--- src/rtl/timer_rx_pkg.sv ---
// Shared definitions for the countdown-timer serial receiver.
//   - default payload width and largest legal countdown value
//   - frame deserializer and lamp state enumerations
//   - one-hot lamp encodings {red, yellow, green} and a state-to-lamp helper
package timer_rx_pkg;

    localparam int DATA_W_DEF  = 8;
    localparam int MAX_VAL_DEF = 9;

    typedef enum logic [1:0] {
        IDLE = 2'd0,
        LEAD = 2'd1,
        DATA = 2'd2,
        DONE = 2'd3
    } frame_state_t;

    typedef enum logic [1:0] {
        RED    = 2'd0,
        GREEN  = 2'd1,
        YELLOW = 2'd2
    } lamp_state_t;

    localparam logic [2:0] LIGHT_RED    = 3'b100;
    localparam logic [2:0] LIGHT_YELLOW = 3'b010;
    localparam logic [2:0] LIGHT_GREEN  = 3'b001;

    function automatic logic [2:0] lamp_light(input lamp_state_t s);
        case (s)
            GREEN:   return LIGHT_GREEN;
            YELLOW:  return LIGHT_YELLOW;
            default: return LIGHT_RED;
        endcase
    endfunction

endpackage

--- src/rtl/timer_rx_lamp.sv ---
// Traffic-lamp sequencer driven by accepted countdown values.
//   clk, rst   : system clock, synchronous active-high reset
//   count_vld  : one-cycle pulse, count_val was just updated
//   count_val  : accepted countdown value
//   light      : one-hot {red, yellow, green}
// Each accepted value of zero advances RED -> GREEN -> YELLOW -> RED; the
// lamp changes on the cycle after the count_vld pulse.
module timer_rx_lamp
    import timer_rx_pkg::*;
(
    input  logic       clk,
    input  logic       rst,
    input  logic       count_vld,
    input  logic [3:0] count_val,
    output logic [2:0] light
);

    lamp_state_t state, state_n;

    always_ff @(posedge clk) begin
        if (rst) begin
            state <= RED;
        end else begin
            state <= state_n;
        end
    end

    always_comb begin
        state_n = state;
        if (count_vld && (count_val == 4'd0)) begin
            case (state)
                RED:     state_n = GREEN;
                GREEN:   state_n = YELLOW;
                default: state_n = RED;
            endcase
        end
    end

    assign light = lamp_light(state);

endmodule

--- src/rtl/timer_rx.sv ---
// Serial receiver for countdown values sent by a remote timer.
//   clk, rst   : system clock, synchronous active-high reset
//   ser_in     : serial payload bit, LSB first
//   ser_we     : frame strobe
//   count_val  : last accepted countdown value (reset: MAX_VAL)
//   count_vld  : one-cycle pulse, count_val updated this cycle
//   frame_err  : one-cycle pulse, frame aborted by an early ser_we drop
//   range_err  : one-cycle pulse, complete frame carried payload > MAX_VAL
//   light      : one-hot lamp drive {red, yellow, green}
//   state_dbg  : current deserializer state (frame_state_t encoding)
//
// Framing protocol: a frame starts on a rising edge of ser_we (ser_we must
// have been sampled low on the previous cycle). That first high cycle is the
// lead cycle and its ser_in is discarded. The following DATA_W high cycles
// carry payload bits 0..DATA_W-1; the FSM sits in LEAD for the first of them
// (confirming the strobe stayed up) and in DATA for the rest. ser_we falling
// before the last bit aborts the frame. Once complete, the FSM waits in DONE
// for ser_we to drop, ignoring any extra high cycles. DATA_W must be >= 4.
module timer_rx
    import timer_rx_pkg::*;
#(
    parameter int DATA_W  = DATA_W_DEF,
    parameter int MAX_VAL = MAX_VAL_DEF
)
(
    input  logic       clk,
    input  logic       rst,
    input  logic       ser_in,
    input  logic       ser_we,
    output logic [3:0] count_val,
    output logic       count_vld,
    output logic       frame_err,
    output logic       range_err,
    output logic [2:0] light,
    output logic [1:0] state_dbg
);

    localparam int                 CNT_W       = $clog2(DATA_W) + 1;
    localparam logic [CNT_W-1:0]   LAST_BIT    = CNT_W'(DATA_W - 1);
    localparam logic [DATA_W-1:0]  MAX_PAYLOAD = DATA_W'(MAX_VAL);
    localparam logic [3:0]         RST_VAL     = 4'(MAX_VAL);

    frame_state_t        state, state_n;
    logic [CNT_W-1:0]    bit_cnt, bit_cnt_n;
    logic [DATA_W-1:0]   shift_reg, shift_n;
    logic [3:0]          count_val_n;
    logic                vld_n, ferr_n, rerr_n;
    // Previous ser_we sample; reset high so a strobe already up when reset
    // releases is not mistaken for a new frame.
    logic                we_prev;

    always_ff @(posedge clk) begin
        if (rst) begin
            state     <= IDLE;
            bit_cnt   <= '0;
            shift_reg <= '0;
            count_val <= RST_VAL;
            count_vld <= 1'b0;
            frame_err <= 1'b0;
            range_err <= 1'b0;
            we_prev   <= 1'b1;
        end else begin
            state     <= state_n;
            bit_cnt   <= bit_cnt_n;
            shift_reg <= shift_n;
            count_val <= count_val_n;
            count_vld <= vld_n;
            frame_err <= ferr_n;
            range_err <= rerr_n;
            we_prev   <= ser_we;
        end
    end

    always_comb begin
        state_n     = state;
        bit_cnt_n   = bit_cnt;
        shift_n     = shift_reg;
        count_val_n = count_val;
        vld_n       = 1'b0;
        ferr_n      = 1'b0;
        rerr_n      = 1'b0;

        case (state)
            IDLE: begin
                bit_cnt_n = '0;
                shift_n   = '0;
                if (ser_we && !we_prev) begin
                    state_n = LEAD;
                end
            end

            LEAD, DATA: begin
                if (!ser_we) begin
                    // Early drop: partial payload is thrown away.
                    state_n   = IDLE;
                    ferr_n    = 1'b1;
                    bit_cnt_n = '0;
                    shift_n   = '0;
                end else begin
                    for (int i = 0; i < DATA_W; i++) begin
                        if (bit_cnt == CNT_W'(i)) begin
                            shift_n[i] = ser_in;
                        end
                    end
                    if (bit_cnt == LAST_BIT) begin
                        // Last bit captured: result is registered so the
                        // pulse lands on the first DONE cycle.
                        state_n = DONE;
                        if (shift_n > MAX_PAYLOAD) begin
                            rerr_n = 1'b1;
                        end else begin
                            count_val_n = shift_n[3:0];
                            vld_n       = 1'b1;
                        end
                    end else begin
                        state_n   = DATA;
                        bit_cnt_n = bit_cnt + 1'b1;
                    end
                end
            end

            DONE: begin
                if (!ser_we) begin
                    state_n = IDLE;
                end
            end

            default: state_n = IDLE;
        endcase
    end

    assign state_dbg = state;

    timer_rx_lamp u_lamp (
        .clk       (clk),
        .rst       (rst),
        .count_vld (count_vld),
        .count_val (count_val),
        .light     (light)
    );

endmodule

--- config.mk ---
export PLATFORM = sky130hd
export DESIGN_NAME = timer_rx
export DESIGN_NICKNAME = d
export VERILOG_FILES = /design/src/rtl/timer_rx_pkg.sv /design/src/rtl/timer_rx_lamp.sv /design/src/rtl/timer_rx.sv
export SDC_FILE = /design/constraint.sdc
export NUM_CORES = 1
export LEC_CHECK = 0
export BUFFER_PORTS_ARGS = -buffer_cell sky130_fd_sc_hd__buf_2
export CORE_ASPECT_RATIO = 0.8
export CORE_UTILIZATION = 45
export DETAILED_ROUTE_END_ITERATION = 7
export PLACE_DENSITY_LB_ADDON = 0.3
export SYNTH_ARGS = -nofsm -noshare
export SYNTH_HDL_FRONTEND = slang
export SYNTH_SLANG_ARGS = --single-unit
--- constraint.sdc ---
create_clock -name clk -period 2.4 [get_ports clk]
set_clock_uncertainty 0.05 [all_clocks]
set_input_delay 0.12 -clock clk [delete_from_list [all_inputs] [get_ports clk]]
set_output_delay 0.12 -clock clk [all_outputs]
set_load 0.02 [all_outputs]
# Word level (Yosys, flattened, before mapping)
# Cells that the tools add are included.
dict set report classes {
  eq_ne 15
  n_reduce_logical 14
  order_cmp 1
  mux 39
  bitwise 4
  n_addsub 1
}
# op count
set op_table {}
lappend op_table {{$mux 1} 28}
lappend op_table {{$eq 4x3->1 const B} 4}
lappend op_table {{$pmux 8 s2} 1}
lappend op_table {{$eq 4x2->1 const B} 2}
lappend op_table {{$gt 8x4->1 const B} 1}
lappend op_table {{$logic_not 4->1} 2}
lappend op_table {{$mux 4} 2}
lappend op_table {{$mux 8} 1}
lappend op_table {{$pmux 4 s2} 1}
lappend op_table {{$eq 2x2->1 const B} 3}
lappend op_table {{$mux 2} 3}
lappend op_table {{$pmux 2 s3} 1}
lappend op_table {{$pmux 3 s2} 1}
lappend op_table {{$add 4x1->4 const B} 1}
lappend op_table {{$eq 2x1->1 const B} 2}
lappend op_table {{$eq 4x1->1 const B} 1}
lappend op_table {{$logic_not 2->1} 2}
lappend op_table {{$ne 2x2->1 const B} 2}
lappend op_table {{$not 1->1} 4}
lappend op_table {{$pmux 2 s2} 1}
lappend op_table {{$reduce_and 2->1} 2}
lappend op_table {{$reduce_and 4->1} 1}
lappend op_table {{$reduce_or 2->1} 2}
lappend op_table {{$reduce_or 4->1} 1}
lappend op_table {{4 further kinds} 5}
dict set report word_totals {
  inputBits 4
  regBits 24
  out_inout_bits 12
}

# Longest topological paths before layout
# Gate-level depths: netlist of run 1.
dict set report depth {
  word_depth 7
  depth_mapped 8
  mapped_depth_nobuf 7
}

# By module
# Synthesis of run 1 repeated with hierarchy kept, for this count alone.
dict set report hier_totals {
  hier_cells 145
  hier_area_um2 1283.7
}
# mod cells_each seq_area_each_um2 area_each_um2 n_inst
set by_module_without_submodules {}
lappend by_module_without_submodules {timer_rx 129 440.4 1136.1 1}
lappend by_module_without_submodules {timer_rx_lamp 16 40.0 147.6 1}

# Least setup slack after synthesis of run 1
# Ideal clock, no wire load.
dict set report synth_timing {
  path_type {flip-flop to flip-flop}
  start {reg state[1] (netlist: state_dbg[1])}
  end {reg count_val[3]}
  path_stages_with_launch 8
  setup_time_ns 0.132
  path_buffers 1
  slack_ns 0.517
  period_less_slack_ns 1.883
  t_arrival_ns 1.701
  cell_sequence {dfxtp_1 inv_1 ha_1 and2_1 clkbuf_1 nand2_1 nor3_2 a31oi_1}
}
dict set report synth_via {
  elab_chain_len 3
  word_cells_on_any_way 4
}
# item line
set synth_lines {}
lappend synth_lines {{start: declaration} timer_rx.sv:43} ;# frame_state_t state, state_n;
lappend synth_lines {{start signal: assignment} timer_rx.sv:63} ;# state <= state_n;
lappend synth_lines {{$eq 2x1->1 or $eq 2x2->1 (tied branches)} timer_rx.sv:83} ;# case (state)
lappend synth_lines {{$reduce_or 2->1 *} timer_rx.sv:83}
lappend synth_lines {{$reduce_and 4->1 (no line) *} --}
lappend synth_lines {{end signal: assignment} timer_rx.sv:66} ;# count_val <= count_val_n;
lappend synth_lines {{end: declaration} timer_rx.sv:30} ;# output logic [3:0] count_val,
# Mark *: on every way between the ends. The rest lies on a longest branch, timed or not.
# A chain may end at the register's enable or synchronous reset.

# Worst setup path after layout of run 1
dict set report layout_timing {
  start {reg bit_cnt[1]}
  end {reg count_val[2]}
}
dict set report layout_via {
  elab_chain_len 7
  word_cells_on_any_way 35
}
# item line
set layout_lines {}
lappend layout_lines {{start: declaration} timer_rx.sv:44} ;# logic [CNT_W-1:0] bit_cnt, bit_cnt_n;
lappend layout_lines {{start signal: assignment} timer_rx.sv:64} ;# bit_cnt <= bit_cnt_n;
lappend layout_lines {{$eq 4x1->1, or another cell as far along} timer_rx.sv:101} ;# if (bit_cnt == CNT_W'(i)) begin
lappend layout_lines {{$mux 1} timer_rx.sv:101}
lappend layout_lines {{$mux 1} timer_rx.sv:93} ;# if (!ser_we) begin
lappend layout_lines {{$mux 1} timer_rx.sv:83}
lappend layout_lines {{$gt 8x4->1} timer_rx.sv:109} ;# if (shift_n > MAX_PAYLOAD) begin
lappend layout_lines {{$not 1->1 (no line)} --}
lappend layout_lines {{$reduce_and 4->1 (no line)} --}
# Several ways; a longest one is shown, not always the timed one. The select of a mux whose other input is x is not followed.

==> reports/results.ini, run 1 <==
[power]
switching_share = 0.2653
leakage_nw = 0.5516
p_int_uw = 621.0
vdd_drop_max_mv = 0.3701
pwr-share-seq = 0.497
clockPowerShare = 0.348
power_switching_uw = 224.3
p_comb_frac = 0.156
powerDensity_nw_per_um2 = 602.7

[placement]
portBuffers = 15
dp_hpwl_mm = 1.877
gp_congestion = 0.8511

[route]
final_antenna_net_count = 0
drc = 0
drt_wl_total_mm = 2.576
drtPass1Iterations = 4
vias_per_cell = 5.607
wl_per_cell_um = 13.49
num_vias = 1071
drtIter0Drc = 46

[floorplanning]
fp.coreArea_sq_um = 2562
io_pins = 16
fp.dieH_um = 49.66
die-area_sq_um = 3057
die_width_um = 61.57
fp-row-count = 16
start_util = 0.4985

[finish]
multi_input_area_sq_um = 705.7
fillers = 255
largest_reg_flops = 8
seq_area_sq_um = 480.5
diodes = 0
fin_nets = 170
area_growth_syn_to_layout_pct = 9.795
drive_gt1_frac = 0.1613

[worst_setup_path]
timing.rr.end = count_val[2]
cp_max_fo = 7
path_class = reg -> reg
worstSetupStartpointType = register
reg2reg_setup_slack_ps = 280
max_stage_delay_ps = 440
crit_slowest_cell = dfxtp_1
cp_data_required_time_ps = 2560
crit_chain = ha_1 > and3b_1 > mux2i_4 > nand4_1 > nor3_2 > a211oi_1
r2r-start = bit_cnt[1]
crit_path_end_kind = register
cp.arrival_ps = 2270
worst-r2r-cell-count = 6

[min_path]
worstHoldPathCells = 3
hp-class = in -> reg
hold_start = ser_in
hold_path_end = shift_reg[7]

[logic_synthesis]
ys_seq_area_frac = 0.3761
avgSynthCellArea_sq_um = 8.871
synth_cell_type_count = 33
ys_warn_count = 0
syn_nets = 158
syn-cell-area_sq_um = 1277
syn_inst = 144
ys_ff_latch = 24

[clock_tree]
clkLatencyLatePin_ps = 320
root_buffer = clkbuf_4
cts-resized-gates = 0
cts_setup_buffers = 0
h-tree-depth = 1
cts_buffers = 3
clkSinkCount = 24
cts_tree = done
clkTransAtPathRegs_ps = 130
clockBufferDepth = 2
hold_buffers = 1

[timing]
min_period_over_period = 0.8826
setup_violations = 0
rsz0062_at_grt = false
maxSlewHeadroom = 0.6498
hold_viol_final = 0
worst_hold_slack_ps = 124.5
fmax_mhz = 472.1
slew_violations = 0
tightest_slew_ps = 525.2
timing.final.crit_period_ps = 2118
finalSetupTns_ps = 0

[global_routing]
grt_pass1_wl_mm = 4.443
grt_pass1_vias = 950
grt_use_total = 0.1975
antenna_found_initial = 0
grt_max_degree = 23
grt-ovfl-total = 0

[outcome]
status = completed

[run]
maxCapViolations = 0

==> per-stage QoR <==
step | cells | instance area, sq um | power (mW) | worst slack (ps) | utilization
global placement | 186 | 1340 | 0.5537 | 383.0 | 0.5229
global route | 191 | 1403 | 0.8858 | 93.97 | 0.5474
CTS | 191 | 1403 | 0.8517 | 295.5 | 0.5474
floorplan | 144 | 1277 | 0.5231 | 516.9 | -
detailed placement | 186 | 1340 | 0.5576 | 317.0 | 0.5229
finish | 191 | 1403 | 0.8453 | 281.8 | 0.5474
==> power by group through the flow <==
stage | clock (mW) | sequential, mW | combinational [mW]
floorplan | 0 | 0.436 | 0.0866
global placement | 0 | 0.428 | 0.125
detailed placement | 0 | 0.429 | 0.129
CTS | 0.301 | 0.420 | 0.130
global route | 0.315 | 0.422 | 0.149
finish | 0.294 | 0.420 | 0.132
==> cell usage after synthesis <==
cell type | count | area share
o211ai_1 | 1 | 0.0059
or2_2 | 1 | 0.0049
a22oi_1 | 1 | 0.0059
buf_6 | 3 | 0.026
and4_4 | 1 | 0.0088
a21oi_1 | 13 | 0.051
a311oi_1 | 2 | 0.014
mux2i_1 | 9 | 0.071
nor3b_1 | 4 | 0.024
xor2_1 | 2 | 0.014
a31oi_1 | 4 | 0.020
o21ai_0 | 4 | 0.016
dfxtp_1 | 24 | 0.38
nor3_2 | 1 | 0.0078
nand2_1 | 4 | 0.012
buf_2 | 1 | 0.0039
a21o_2 | 1 | 0.0069
nor4_1 | 2 | 0.0098
inv_1 | 9 | 0.026
clkbuf_1 | 5 | 0.015
nand4_1 | 2 | 0.0098
nand2b_1 | 1 | 0.0049
nor3_1 | 8 | 0.031
nand4b_1 | 1 | 0.0069
and2_2 | 1 | 0.0059
ha_1 | 10 | 0.098
nor2_1 | 18 | 0.053
and3b_1 | 1 | 0.0069
nand3b_1 | 3 | 0.018
and2_1 | 2 | 0.0098
nand3_1 | 1 | 0.0039
mux2i_4 | 1 | 0.018
a211oi_1 | 3 | 0.018
==> final cells by class <==
type | count | area share
Tap cell | 36 | 0.03211
Timing Repair Buffer | 16 | 0.06066
Sequential cell | 24 | 0.3426
Inverter | 9 | 0.02409
Clock inverter | 1 | 0.02141
Multi-Input combinational cell | 102 | 0.5031
Clock buffer | 3 | 0.01606
==> how the worst max path moves through the flow <==
stage,endpoint,cells after the start,start
after floorplan,count_val[3],7,state_dbg[1]
after global placement,count_val[1],6,bit_cnt[0]
after detailed placement,count_val[1],6,bit_cnt[0]
after CTS,count_val[1],6,bit_cnt[0]
after global routing,count_val[1],6,bit_cnt[0]
final,count_val[2],6,bit_cnt[1]
==> worst max-delay path: cells and delay by family (launching register included) <==
family,cells,cell delay (ps)
AOI/OAI and AO/OA,1,120
adders and majority gates,1,220
DFF,1,440
muxes,1,310
and+or+nand+nor,3,870
==> placed cells by master, fill, tap and decap left out, types with 3 or more instances in the layout <==
cell      Yosys  final
nor2_1       18     18
o21ai_0       4      4
a211oi_1      3      3
inv_1         9      9
buf_2         1     15
mux2i_1       9      9
a21oi_1      13     13
a31oi_1       4      4
ha_1         10     10
nor3_1        8      8
nor3b_1       4      4
nand2_1       4      4
dfxtp_1      24     24
clkbuf_4      0      3
nand3b_1      3      3
==> per-layer routing <==
metal  track usage  vias to the layer above  wire length [um]
li1              -                      530                 -
met1        0.2829                      507              1264
met2        0.2814                       30              1126
met3       0.06037                        4               150
met4       0.05926                        0                34
met5             0                        -                 0
==> logic make-up after synthesis <==
logic type      Yosys count  share of synthesized area
xor+xnor                  2                    0.01371
mux                      10                    0.08815
buf+inv                  18                    0.07149
compound gates           29                     0.1361
simple gates             51                     0.2165
fa+ha+maj                10                    0.09794
flops                    24                     0.3761
Power figures use the tool's default switching activity.
==> run 2: changes to the inputs <==
CORE_UTILIZATION = 56   (was 45)
PLACE_DENSITY = 0.77   (was unset)
PLACE_DENSITY_LB_ADDON = unset   (was 0.3)
SLEW_MARGIN = 20   (was unset)
==> reports/results.ini, run 2 (same netlist as run 1, synthesis figures left out) <==
[outcome]
status = completed

[placement]
dp_slack_ps = 316.2
gp_congestion = 0.8342
portBuffers = 15
dp_hpwl_mm = 1.912

[floorplanning]
io_pins = 16
fp.dieH_um = 44.72
die_width_um = 55.40
fp.coreArea_sq_um = 2158
fp-row-count = 15
start_util = 0.5919
die-area_sq_um = 2477

[min_path]
worstHoldPathCells = 2
hold_start = ser_we
hold_path_end = we_prev
hp-class = in -> reg

[worst_setup_path]
cp.depth = 6
crit_slowest_cell = dfxtp_1
crit_buf_inv = 0
max_stage_delay_ps = 450
cp_data_required_time_ps = 2550
crit_path_end_kind = register
cp.arrival_ps = 2290
path_class = reg -> reg
cp_max_fo = 7
crit_family = simple AND/OR/NAND/NOR gates
crit_chain = ha_1 > and3b_1 > mux2i_4 > nand4_1 > nor3_2 > a211oi_1
timing.rr.end = count_val[2]
worst-r2r-cell-count = 6
reg2reg_setup_slack_ps = 260
worstSetupStartpointType = register
cp-startpoint = bit_cnt[0]
r2r-start = bit_cnt[0]

[route]
drtIter0Drc = 32
drc = 0
drt_wl_total_mm = 2.565
drtPass1Iterations = 4
vias_per_cell = 5.837
num_vias = 1039
wl_per_cell_um = 14.41
final_antenna_net_count = 0

[clock_tree]
hold_buffers = 0
h-tree-depth = 1
root_buffer = clkbuf_4
clkSinkCount = 24
cts-resized-gates = 0
clockBufferDepth = 2
cts_setup_buffers = 0
clkTransAtPathRegs_ps = 120
clkLatencyLatePin_ps = 310
cts_buffers = 3
cts_tree = done

[power]
powerDensity_nw_per_um2 = 536.5
leakage_nw = 0.5333
vdd_drop_max_mv = 0.4159

[global_routing]
grt_max_degree = 23
grt_use_total = 0.2240
grt_pass1_wl_mm = 4.236
grt_pass1_vias = 942
antenna_found_initial = 0
grt-ovfl-total = 0

[finish]
drive_gt1_frac = 0.1569
largest_reg_flops = 8
final_cell_mix = dfxtp_1 (24), nor2_1 (18), buf_2 (15), a21oi_1 (13), ha_1 (10)
diodes = 0
area_growth_syn_to_layout_pct = 5.582
fin_nets = 169
final_common_cell = dfxtp_1

[timing]
maxSlewHeadroom = 0.6525
slew_violations = 0
setup_violations = 0
hold_viol_final = 0
finalSetupTns_ps = 0
layout_setup_ws_ps = 259.8
tightest_slew_ps = 521.2
min_period_over_period = 0.8918
fmax_mhz = 467.2
timing.final.crit_period_ps = 2140
rsz0062_at_grt = false

[run]
maxCapViolations = 0

-- run 2: changes by cell type in the layout (fill, tap and decap cells not counted) --
cell / previous run / this run
bufinv_16: 1 / 0
dlygate4sd3_1: 1 / 0
-- run 2: how the worst max path moves through the flow --
stage                        end
floorplan           count_val[3]
global placement    count_val[2]
detailed placement  count_val[2]
CTS                 count_val[2]
global route        count_val[2]
finish              count_val[2]
-- run 2: worst register-to-register path, stage by stage (launching register included) --
cell and delay [ps]:
dfxtp_1 450, ha_1 220, and3b_1 370, mux2i_4 290, nand4_1 170, nor3_2 340
a211oi_1 130
-- run 2: final cells by class --
type	instances	area (sq um)
clock buffer	3	22.52
multi-input combinational	102	705.7
inverter	9	33.78
tap	25	31.28
fill	187	809.5
timing repair buffer	15	75.07
sequential	24	480.5
-- run 2: metal layers --
metal	share of wire	up-vias	track usage
li1	-	523	-
met1	0.47	492	0.2870
met2	0.48	22	0.3831
met3	0.039	2	0.06017
met4	0.0086	0	0.06000
met5	0	-	0
-- run 2: report_power, final --
| group | internal (mW) | switching, mW |
|---|---|---|
| clock network | 0.0588 | 0.116 |
| logic | 0.0414 | 0.0862 |
| registers | 0.410 | 0.0113 |
| total | 0.510 | 0.214 |
-- run 2: stage by stage --
stage                     instances  hold slack, ps  power, mW    util  cell area (sq um)
after floorplan                 144           187.5     0.5231       -               1277
after global placement          175           332.8     0.5513  0.6145               1326
after detailed placement        175           350.4     0.5555  0.6145               1326
after CTS                       178           20.67     0.7252  0.6249               1349
after global routing            178           26.29     0.7615  0.6249               1349
final                           178           21.84     0.7236  0.6249               1349
